==> src/rtl/moo_ghash_pkg.sv <==
// Shared definitions for the GCM GHASH path: op codes, sequencer state encoding, counter width.
// Latency: n/a (package only).
// Backpressure: n/a.
package moo_ghash_pkg;

  // Block-counter width; holds ceil(2^32/16) message blocks.
  localparam int CNT_W = 29;

  // GHASH operation codes, shared with the GHASH unit.
  localparam logic [1:0] GHASH_WRD   = 2'b00;
  localparam logic [1:0] GHASH_ENC   = 2'b01;
  localparam logic [1:0] GHASH_NNC_F = 2'b10;
  localparam logic [1:0] GHASH_GCM_F = 2'b11;

  // One-hot sequencer state encoding.
  localparam logic [5:0] ST_IDLE = 6'b000001;
  localparam logic [5:0] ST_CLR  = 6'b000010;
  localparam logic [5:0] ST_DAT  = 6'b000100;
  localparam logic [5:0] ST_MSG  = 6'b001000;
  localparam logic [5:0] ST_LEN  = 6'b010000;
  localparam logic [5:0] ST_WAIT = 6'b100000;

  typedef enum logic [5:0] {
    S_IDLE = ST_IDLE,
    S_CLR  = ST_CLR,
    S_DAT  = ST_DAT,
    S_MSG  = ST_MSG,
    S_LEN  = ST_LEN,
    S_WAIT = ST_WAIT
  } state_t;

endpackage

==> src/rtl/moo_blk_ceil.sv <==
// Converts a byte count into a 16-byte block count, rounding up: ceil(bytes/16).
// Latency: combinational.
// Backpressure: none.
// Ports: i_bytes - byte count (32 bits); o_blk - block count (CNT_W bits).
module moo_blk_ceil #(
  parameter int CNT_W = moo_ghash_pkg::CNT_W
) (
  input  logic [31:0]      i_bytes,
  output logic [CNT_W-1:0] o_blk
);

  // Whole blocks plus one more for any partial tail; no full-width carry chain needed.
  assign o_blk = CNT_W'(i_bytes[31:4]) + CNT_W'(|i_bytes[3:0]);

endmodule

==> src/rtl/moo_ghash_seq.sv <==
// Sequences GHASH block issues for one GCM tag (AAD, ciphertext, length) or one J0 nonce hash.
// Latency: start@t -> ghash_clr@t+1 -> first ghash_en@t+2; done on first ghash_rdy after the length issue.
// Backpressure: stalls in place while ghash_rdy or the phase source valid is low; no timeout.
// Ports:
//   i_clk, i_rst_n (async active-low), i_clr_core (sync abort)
//   i_start, i_nnc_mode, i_size_add, i_size_msg, i_wr_size - command and sizes, sampled at start
//   i_wb_vld / o_wb_ack   - AAD or nonce block from the write buffer
//   i_xfb_vld / o_xfb_ack - ciphertext block from the cipher feedback path
//   i_ghash_rdy, o_ghash_en, o_ghash_op, o_ghash_clr - GHASH unit control
//   o_msg_done, o_busy, o_done - sequence status
module moo_ghash_seq
  import moo_ghash_pkg::*;
#(
  parameter int CNT_W = moo_ghash_pkg::CNT_W
) (
  input  logic        i_clk,
  input  logic        i_rst_n,
  input  logic        i_clr_core,
  input  logic        i_start,
  input  logic        i_nnc_mode,
  input  logic [15:0] i_size_add,
  input  logic [31:0] i_size_msg,
  input  logic [15:0] i_wr_size,
  input  logic        i_wb_vld,
  output logic        o_wb_ack,
  input  logic        i_xfb_vld,
  output logic        o_xfb_ack,
  input  logic        i_ghash_rdy,
  output logic        o_ghash_en,
  output logic [1:0]  o_ghash_op,
  output logic        o_ghash_clr,
  output logic        o_msg_done,
  output logic        o_busy,
  output logic        o_done
);

  localparam logic [CNT_W-1:0] L_CNT_ONE = CNT_W'(1);

  state_t           r_state;
  state_t           w_next;
  logic [CNT_W-1:0] r_d_cnt;
  logic [CNT_W-1:0] r_m_cnt;
  logic             r_nnc;
  logic             r_en_q;

  logic [31:0]      w_nnc_bytes;
  logic [31:0]      w_dat_bytes;
  logic [CNT_W-1:0] w_d_blk;
  logic [CNT_W-1:0] w_m_raw;
  logic [CNT_W-1:0] w_m_blk;
  logic             w_start;
  logic             w_can_issue;

  // wr_size carries the IV length plus 4; anything at or below 4 means no IV blocks.
  assign w_nnc_bytes = (i_wr_size > 16'd4) ? {16'h0000, i_wr_size - 16'd4} : 32'h0000_0000;
  assign w_dat_bytes = i_nnc_mode ? w_nnc_bytes : {16'h0000, i_size_add};

  moo_blk_ceil #(.CNT_W(CNT_W)) u_dat_ceil (
    .i_bytes (w_dat_bytes),
    .o_blk   (w_d_blk)
  );

  moo_blk_ceil #(.CNT_W(CNT_W)) u_msg_ceil (
    .i_bytes (i_size_msg),
    .o_blk   (w_m_raw)
  );

  assign w_m_blk = i_nnc_mode ? '0 : w_m_raw;

  // start is only honoured from IDLE, and a coincident clr_core drops it.
  assign w_start = i_start & ~i_clr_core & (r_state == S_IDLE);

  // Never issue on two consecutive cycles: ghash_rdy may lag the issue by one cycle.
  assign w_can_issue = i_ghash_rdy & ~r_en_q;

  assign o_busy = (r_state != S_IDLE);

  always_comb begin
    w_next      = r_state;
    o_ghash_en  = 1'b0;
    o_ghash_op  = GHASH_WRD;
    o_ghash_clr = 1'b0;
    o_wb_ack    = 1'b0;
    o_xfb_ack   = 1'b0;
    o_msg_done  = 1'b0;
    o_done      = 1'b0;

    case (r_state)
      S_IDLE: begin
        if (w_start) w_next = S_CLR;
      end
      S_CLR: begin
        o_ghash_clr = 1'b1;
        if (r_d_cnt != '0)      w_next = S_DAT;
        else if (r_m_cnt != '0) w_next = S_MSG;
        else                    w_next = S_LEN;
      end
      S_DAT: begin
        o_ghash_op = GHASH_WRD;
        if (w_can_issue && i_wb_vld) begin
          o_ghash_en = 1'b1;
          o_wb_ack   = 1'b1;
          if (r_d_cnt <= L_CNT_ONE) w_next = (r_m_cnt != '0) ? S_MSG : S_LEN;
        end
      end
      S_MSG: begin
        o_ghash_op = GHASH_ENC;
        o_msg_done = (r_m_cnt == L_CNT_ONE);
        if (w_can_issue && i_xfb_vld) begin
          o_ghash_en = 1'b1;
          o_xfb_ack  = 1'b1;
          if (r_m_cnt <= L_CNT_ONE) w_next = S_LEN;
        end
      end
      S_LEN: begin
        // The nonce flow carries no message, so msg_done stays low there.
        o_ghash_op = r_nnc ? GHASH_NNC_F : GHASH_GCM_F;
        o_msg_done = ~r_nnc;
        if (w_can_issue) begin
          o_ghash_en = 1'b1;
          w_next     = S_WAIT;
        end
      end
      S_WAIT: begin
        o_ghash_op = r_nnc ? GHASH_NNC_F : GHASH_GCM_F;
        o_msg_done = ~r_nnc;
        if (i_ghash_rdy) begin
          o_done = 1'b1;
          w_next = S_IDLE;
        end
      end
      default: w_next = S_IDLE;
    endcase

    // Core clear overrides everything, including a done that would fire this cycle.
    if (i_clr_core) begin
      w_next      = S_IDLE;
      o_ghash_en  = 1'b0;
      o_ghash_clr = 1'b0;
      o_wb_ack    = 1'b0;
      o_xfb_ack   = 1'b0;
      o_done      = 1'b0;
    end
  end

  always_ff @(posedge i_clk or negedge i_rst_n) begin
    if (!i_rst_n) begin
      r_state <= S_IDLE;
      r_d_cnt <= '0;
      r_m_cnt <= '0;
      r_nnc   <= 1'b0;
      r_en_q  <= 1'b0;
    end else begin
      r_state <= w_next;
      r_en_q  <= o_ghash_en;
      if (i_clr_core) begin
        r_d_cnt <= '0;
        r_m_cnt <= '0;
      end else if (w_start) begin
        // Counts are captured with the command; CLR then reads them to pick the first phase.
        r_d_cnt <= w_d_blk;
        r_m_cnt <= w_m_blk;
        r_nnc   <= i_nnc_mode;
      end else if (o_ghash_en) begin
        if (r_state == S_DAT && r_d_cnt != '0) r_d_cnt <= r_d_cnt - L_CNT_ONE;
        if (r_state == S_MSG && r_m_cnt != '0) r_m_cnt <= r_m_cnt - L_CNT_ONE;
      end
    end
  end

endmodule

==> config.mk <==
export PLATFORM = sky130hd
export DESIGN_NAME = moo_ghash_seq
export DESIGN_NICKNAME = d
export VERILOG_FILES = /design/src/rtl/moo_ghash_pkg.sv /design/src/rtl/moo_blk_ceil.sv /design/src/rtl/moo_ghash_seq.sv
export SDC_FILE = /design/constraint.sdc
export NUM_CORES = 1
export LEC_CHECK = 0
export CORE_MARGIN = 2
export CORE_UTILIZATION = 50
export CTS_BUF_LIST = sky130_fd_sc_hd__clkbuf_16
export DETAILED_ROUTE_END_ITERATION = 10
export PLACE_DENSITY = 0.75
export SLEW_MARGIN = 25
export SYNTH_ARGS = -nofsm -noshare
export SYNTH_HDL_FRONTEND = slang
export SYNTH_SLANG_ARGS = --single-unit
==> constraint.sdc <==
create_clock -name i_clk -period 6.6 [get_ports i_clk]
set_clock_uncertainty 0.15 [all_clocks]
set_input_delay 1.65 -clock i_clk [delete_from_list [all_inputs] [get_ports i_clk]]
set_output_delay 1.65 -clock i_clk [all_outputs]
set_load 0.05 [all_outputs]
## Word-level counts from Yosys, hierarchy flattened

Index checks and enable logic that the tools add are counted.

- Register bits after elaboration: 66
- Logic and storage cells: 89
- Output and inout port bits: 9

- Bitwise logic cells: 6
- Order comparisons: 3
- Reductions and logical operators: 16
- Muxes and demuxes: 39
- Equal/unequal tests: 15
- Add/subtract/negate cells: 5

Operators with widths:

| kind | number |
|---|---|
| two-way mux 29 bit | 9 |
| <= comparator 29 x 1 -> 1 bit, second input constant | 2 |
| nonzero test 29 bit | 2 |
| subtractor 29 x 1 -> 29 bit, second input constant | 2 |
| two-way mux 6 bit | 8 |
| case mux 6 bit (6 select lines) | 1 |
| two-way mux 16 bit | 2 |
| adder 28 x 1 -> 29 bit | 1 |
| == test 29 x 1 -> 1 bit, second input constant | 1 |
| != test 3 bit, second input constant | 7 |
| > comparator 16 x 3 -> 1 bit, second input constant | 1 |
| subtractor 16 x 3 -> 16 bit, second input constant | 1 |
| two-way mux 1 bit | 14 |
| adder 12 x 1 -> 13 bit | 1 |
| two-way mux 5 bit | 2 |
| nonzero test 3 bit | 3 |
| OR reduction 4 bit | 2 |
| AND reduction 7 bit | 1 |
| == test 6 x 1 -> 1 bit, second input constant | 1 |
| == test 6 x 2 -> 1 bit, second input constant | 1 |
| == test 6 x 3 -> 1 bit, second input constant | 1 |
| == test 6 x 4 -> 1 bit, second input constant | 1 |
| == test 6 x 5 -> 1 bit, second input constant | 1 |
| == test 6 bit, second input constant | 1 |
| 9 further kinds | 18 |

## Logic depth before layout (Yosys ltp)

- Depth in word-level cells: 9
- Mapped depth: 13
- Mapped depth without buffers: 12

## Modules after synthesis

Synthesis repeated with hierarchy kept, for this count alone.

- Cells, all modules: 709
- Area, all modules: 5952.0 µm²

By module, submodules not included:

| module | seq. area each (µm²) | area an instance (µm²) | cells each | instances |
|---|---|---|---|---|
| moo_ghash_seq | 1652.8 | 4665.7 | 534 | 1 |
| moo_blk_ceil at u_msg_ceil | 0.0 | 646.9 | 88 | 1 |
| moo_blk_ceil at u_dat_ceil | 0.0 | 639.4 | 87 | 1 |

## Least setup slack after synthesis

No wires, ideal clock.

- Path type: input-to-output
- From: in i_clr_core
- To: out o_ghash_en
- Data arrival time: 3.184 ns
- Path buffers: 2
- Stages on the path: 3
- Path slack: 1.616 ns
- Cells stage by stage: clkbuf_1 -> buf_1 -> nor3_1

- Cells in the longest elaborated chain, start to end: 1

RTL lines:

| element | RTL line | text |
|---|---|---|
| start, declared | moo_ghash_seq.sv:18 | `input logic i_clr_core,` |
| two-way mux 1 bit | moo_ghash_seq.sv:136 | `if (i_clr_core) begin` |
| end, declared | moo_ghash_seq.sv:29 | `output logic o_ghash_en,` |

Every way passes these cells.

## Final worst setup path

- From: in i_ghash_rdy
- To: out o_xfb_ack

- Cells in the longest elaborated chain, start to end: 5

RTL lines:

| element | RTL line | text |
|---|---|---|
| start, declared | moo_ghash_seq.sv:28 | `input logic i_ghash_rdy,` |
| bitwise AND 1 bit | moo_ghash_seq.sv:74 | `assign w_can_issue = i_ghash_rdy & ~r_en_q;` |
| logical AND 1 bit | moo_ghash_seq.sv:109 | `if (w_can_issue && i_xfb_vld) begin` |
| two-way mux 1 bit | moo_ghash_seq.sv:109 |  |
| two-way mux 1 bit | moo_ghash_seq.sv:88 | `case (r_state)` |
| two-way mux 1 bit | moo_ghash_seq.sv:136 |  |
| end, declared | moo_ghash_seq.sv:27 | `output logic o_xfb_ack,` |

Every way passes these cells.

==> out/results.tsv <==
metric	value	unit
global-route wire length before repair	24800	µm
Syn-to-layout area delta	22.3	%
io pins	81	
vias per cell	6.22	
post-synthesis adder-cell area fraction	0.0232	
setup repair bufs after CTS	0	
worst-margin pin slew	0.866	ns
die area	11600	µm²
Post-Synth Simple-Gate Area	0.333	
worst hold path depth	2	
Syn Std Cell Area	5390	µm²
largest family of logic cells by synthesized area	simple AND/OR/NAND/NOR gates	
critical-path cell list	clkdlybuf4s50_1 -> nor2b_1 -> nand2_1 -> or2_2 -> nor2_1 -> clkdlybuf4s50_1	
Die Wd	108	µm
CTS sink count	66	
Worst Hold Class	register to register	
Syn Nets	760	
combined buffer and inverter count along the critical path	2	
share of cells above drive strength 1	0.0556	
leak pwr	0.00260	µW
synth warn	0	
CTS clk-pin slew, worst paths	0.05	ns
final hold violations	0	
CTS-repair resized insts	0	
R2R setup slack	3.02	ns
largest net degree at the start of global routing	67	
Design Area, Final	6600	µm²
routability cong.	0.919	
mux share of post-synthesis cell area	0.00580	
Post-DP HPWL	11300	µm
gr busiest metal	met2	
library cells used by synthesis	65	
Clock Latency Late Sink	0.33	ns
cell mode on critical path	clkdlybuf4s50_1	
core area	10400	µm²
vias in the first global route	5365	
total number of vias	5546	
slew margin rel.	0.421	
Seq cells post-synth	66	
Post-synth EDFFs	0	
Mapped Cells	678	
post-synthesis xor/xnor area fraction	0.117	
Worst EP required	4.80	ns
site row count	37	
Max FO, Critical Path	5	
CP endpoint kind	output port	
Post-synth top flop	dfrtp_1	
max-slew violations	0	
met3 Use GR	0.0466	
slowest cell on the critical path	clkdlybuf4s50_1	
syn avg cell area	7.95	µm²
Remaining Overflow, GRT	0	
worst vdd ir	128	µV
final setup violation count	0	
CTS root buffer	clkbuf_16	
Seq/Total Area, Yosys	0.307	
Crit path largest cell delay	0.86	ns
Initial Util	0.518	
fmax	172	MHz
CTS buffer count	9	
critical path type	primary input to output port	
Compound-Gate Fraction of Synth Area	0.180	
RR Endpoint	r_m_cnt[3]$_DFFE_PN0P_	
cell family with most CP delay	buffers and inverters	
DRT Pass-1 Iters	5	
pwr/cell area	227	nW/µm²
Overall Global Routing Usage	0.266	
drc violations	0	
CTS tree	built	
final net count	833	
crit path time final	5.80	ns
RSZ-0062 raised after global routing	false	
reg2reg start	r_m_cnt[3]$_DFFE_PN0P_	
Crit path arrival time	4.00	ns
Hold Startpoint	r_d_cnt[28]$_DFFE_PN0P_	
Final Cycle Share	0.879	
GR Util met2	0.442	
htree depth	3	
final WL	15000	µm
antenna violations before repair	0	
port bufs	80	
status	finished, final reports clean	
Async S/R FF share, synth	1.00	
R2R depth	8	
WHS Endpoint	r_d_cnt[28]$_DFFE_PN0P_	
initial detailed-routing violation count	421	
instance area at placement	6310	µm²
max_cap viols	0	
Hold Buf Count CTS	0	
wire length per cell	16.8	µm
die height	108	µm
crit start category	primary input	
grt met1 use	0.351	
Routed Antenna Nets	0	
n_diodes	0	
clk buf depth	2	
setup TNS	0	ns
[sequential cells by signal, summed over array words and instances, names as in the netlist]
name / flops
r_d_cnt: 29
r_m_cnt: 29
r_state: 6
r_en_q: 1
r_nnc: 1
[worst max path at each step]
stage / from / endpoint / depth (start not counted)
final: i_ghash_rdy / o_xfb_ack / 6
after global routing: i_ghash_rdy / o_xfb_ack / 6
after CTS: i_ghash_rdy / o_xfb_ack / 6
after detailed placement: i_ghash_rdy / o_xfb_ack / 6
after global placement: i_ghash_rdy / o_xfb_ack / 6
after floorplan: i_clr_core / o_ghash_en / 3
[area by class of cell]
| class | instances | area [µm²] |
|---|---|---|
| clock buffer | 9 | 225 |
| clock inverter | 7 | 53.8 |
| fill | 942 | 3820 |
| inverter | 21 | 78.8 |
| multi-input combinational | 565 | 3560 |
| sequential | 66 | 1650 |
| tap | 136 | 170 |
| timing repair buffer | 88 | 856 |
[metal layers]
metal  vias up  wire (µm)  share of wire
met5         -          0              0
met4         0        259          0.017
met3        23        894          0.060
met2       224       7140           0.48
met1      2631       6700           0.45
li1       2668          -              -
[cells by family after synthesis]
group	Yosys count
and+or+nand+nor	331
AOI/OAI and AO/OA	149
xor gates and xnor gates	72
DFF	66
buffers and inverters	47
adders and majority gates	10
muxes	3
[cells in the mapped netlist, types with 5 or more instances]
cell type,number,area share
and3_1,8,0.0093
o22ai_1,17,0.020
nand3b_1,9,0.013
a31oi_1,13,0.015
nor2_1,76,0.053
o21ai_0,24,0.022
o311ai_0,8,0.013
nor4_1,23,0.027
clkbuf_1,19,0.013
nand2_1,59,0.041
ha_1,10,0.023
nand4_1,16,0.019
o31ai_1,5,0.0070
a21oi_1,40,0.037
nor3_1,31,0.029
nor3b_1,5,0.0070
xor2_1,32,0.052
nor4b_1,5,0.0081
inv_1,21,0.015
or4_1,11,0.015
dfrtp_1,65,0.30
nand3_1,31,0.029
and2_1,5,0.0058
xnor2_1,40,0.065
nor2b_1,10,0.012
or3_1,14,0.016
nand2b_1,5,0.0058
[power by group]
part | switching, µW | internal, µW | total (µW)
logic | 340 | 219 | 558
clock network | 169 | 285 | 453
registers | 43.5 | 444 | 487
[tightest hold or removal path, delay by kind of cell, from the launching register on]
family	cells	cell delay (ns)
flops	1	0.37
compound gates	1	0.03
simple gates	1	0.06
[cell usage in the layout (no fill, tap or decap), drive strengths merged, types with 6 or more instances in the layout]
master	n
clkdlybuf4s50	79
nor2	76
dfrtp	65
nand2	60
a21oi	40
xnor2	40
xor2	32
nand3	31
nor3	31
nor4	27
o21ai	25
inv	24
o22ai	17
nand4	16
or3	14
or4	14
a31oi	13
nor2b	10
ha	10
nand3b	9
clkbuf	9
and3	9
buf	9
o311ai	8
nor4b	6
[metrics by stage]
| step | std cells | utilization | hold slack [ns] | worst slack [ns] | power (µW) |
|---|---|---|---|---|---|
| global placement | 876 | 0.606 | 0.341 | 0.873 | 1020 |
| detailed placement | 876 | 0.606 | 0.351 | 0.850 | 1040 |
| floorplan | 678 | - | 0.311 | 1.62 | 860 |
| global route | 892 | 0.633 | 0.383 | 0.678 | 1580 |
| finish | 892 | 0.633 | 0.352 | 0.801 | 1500 |
| CTS | 892 | 0.633 | 0.358 | 0.832 | 1490 |
Note: power is estimated with default switching activity, not from simulation.
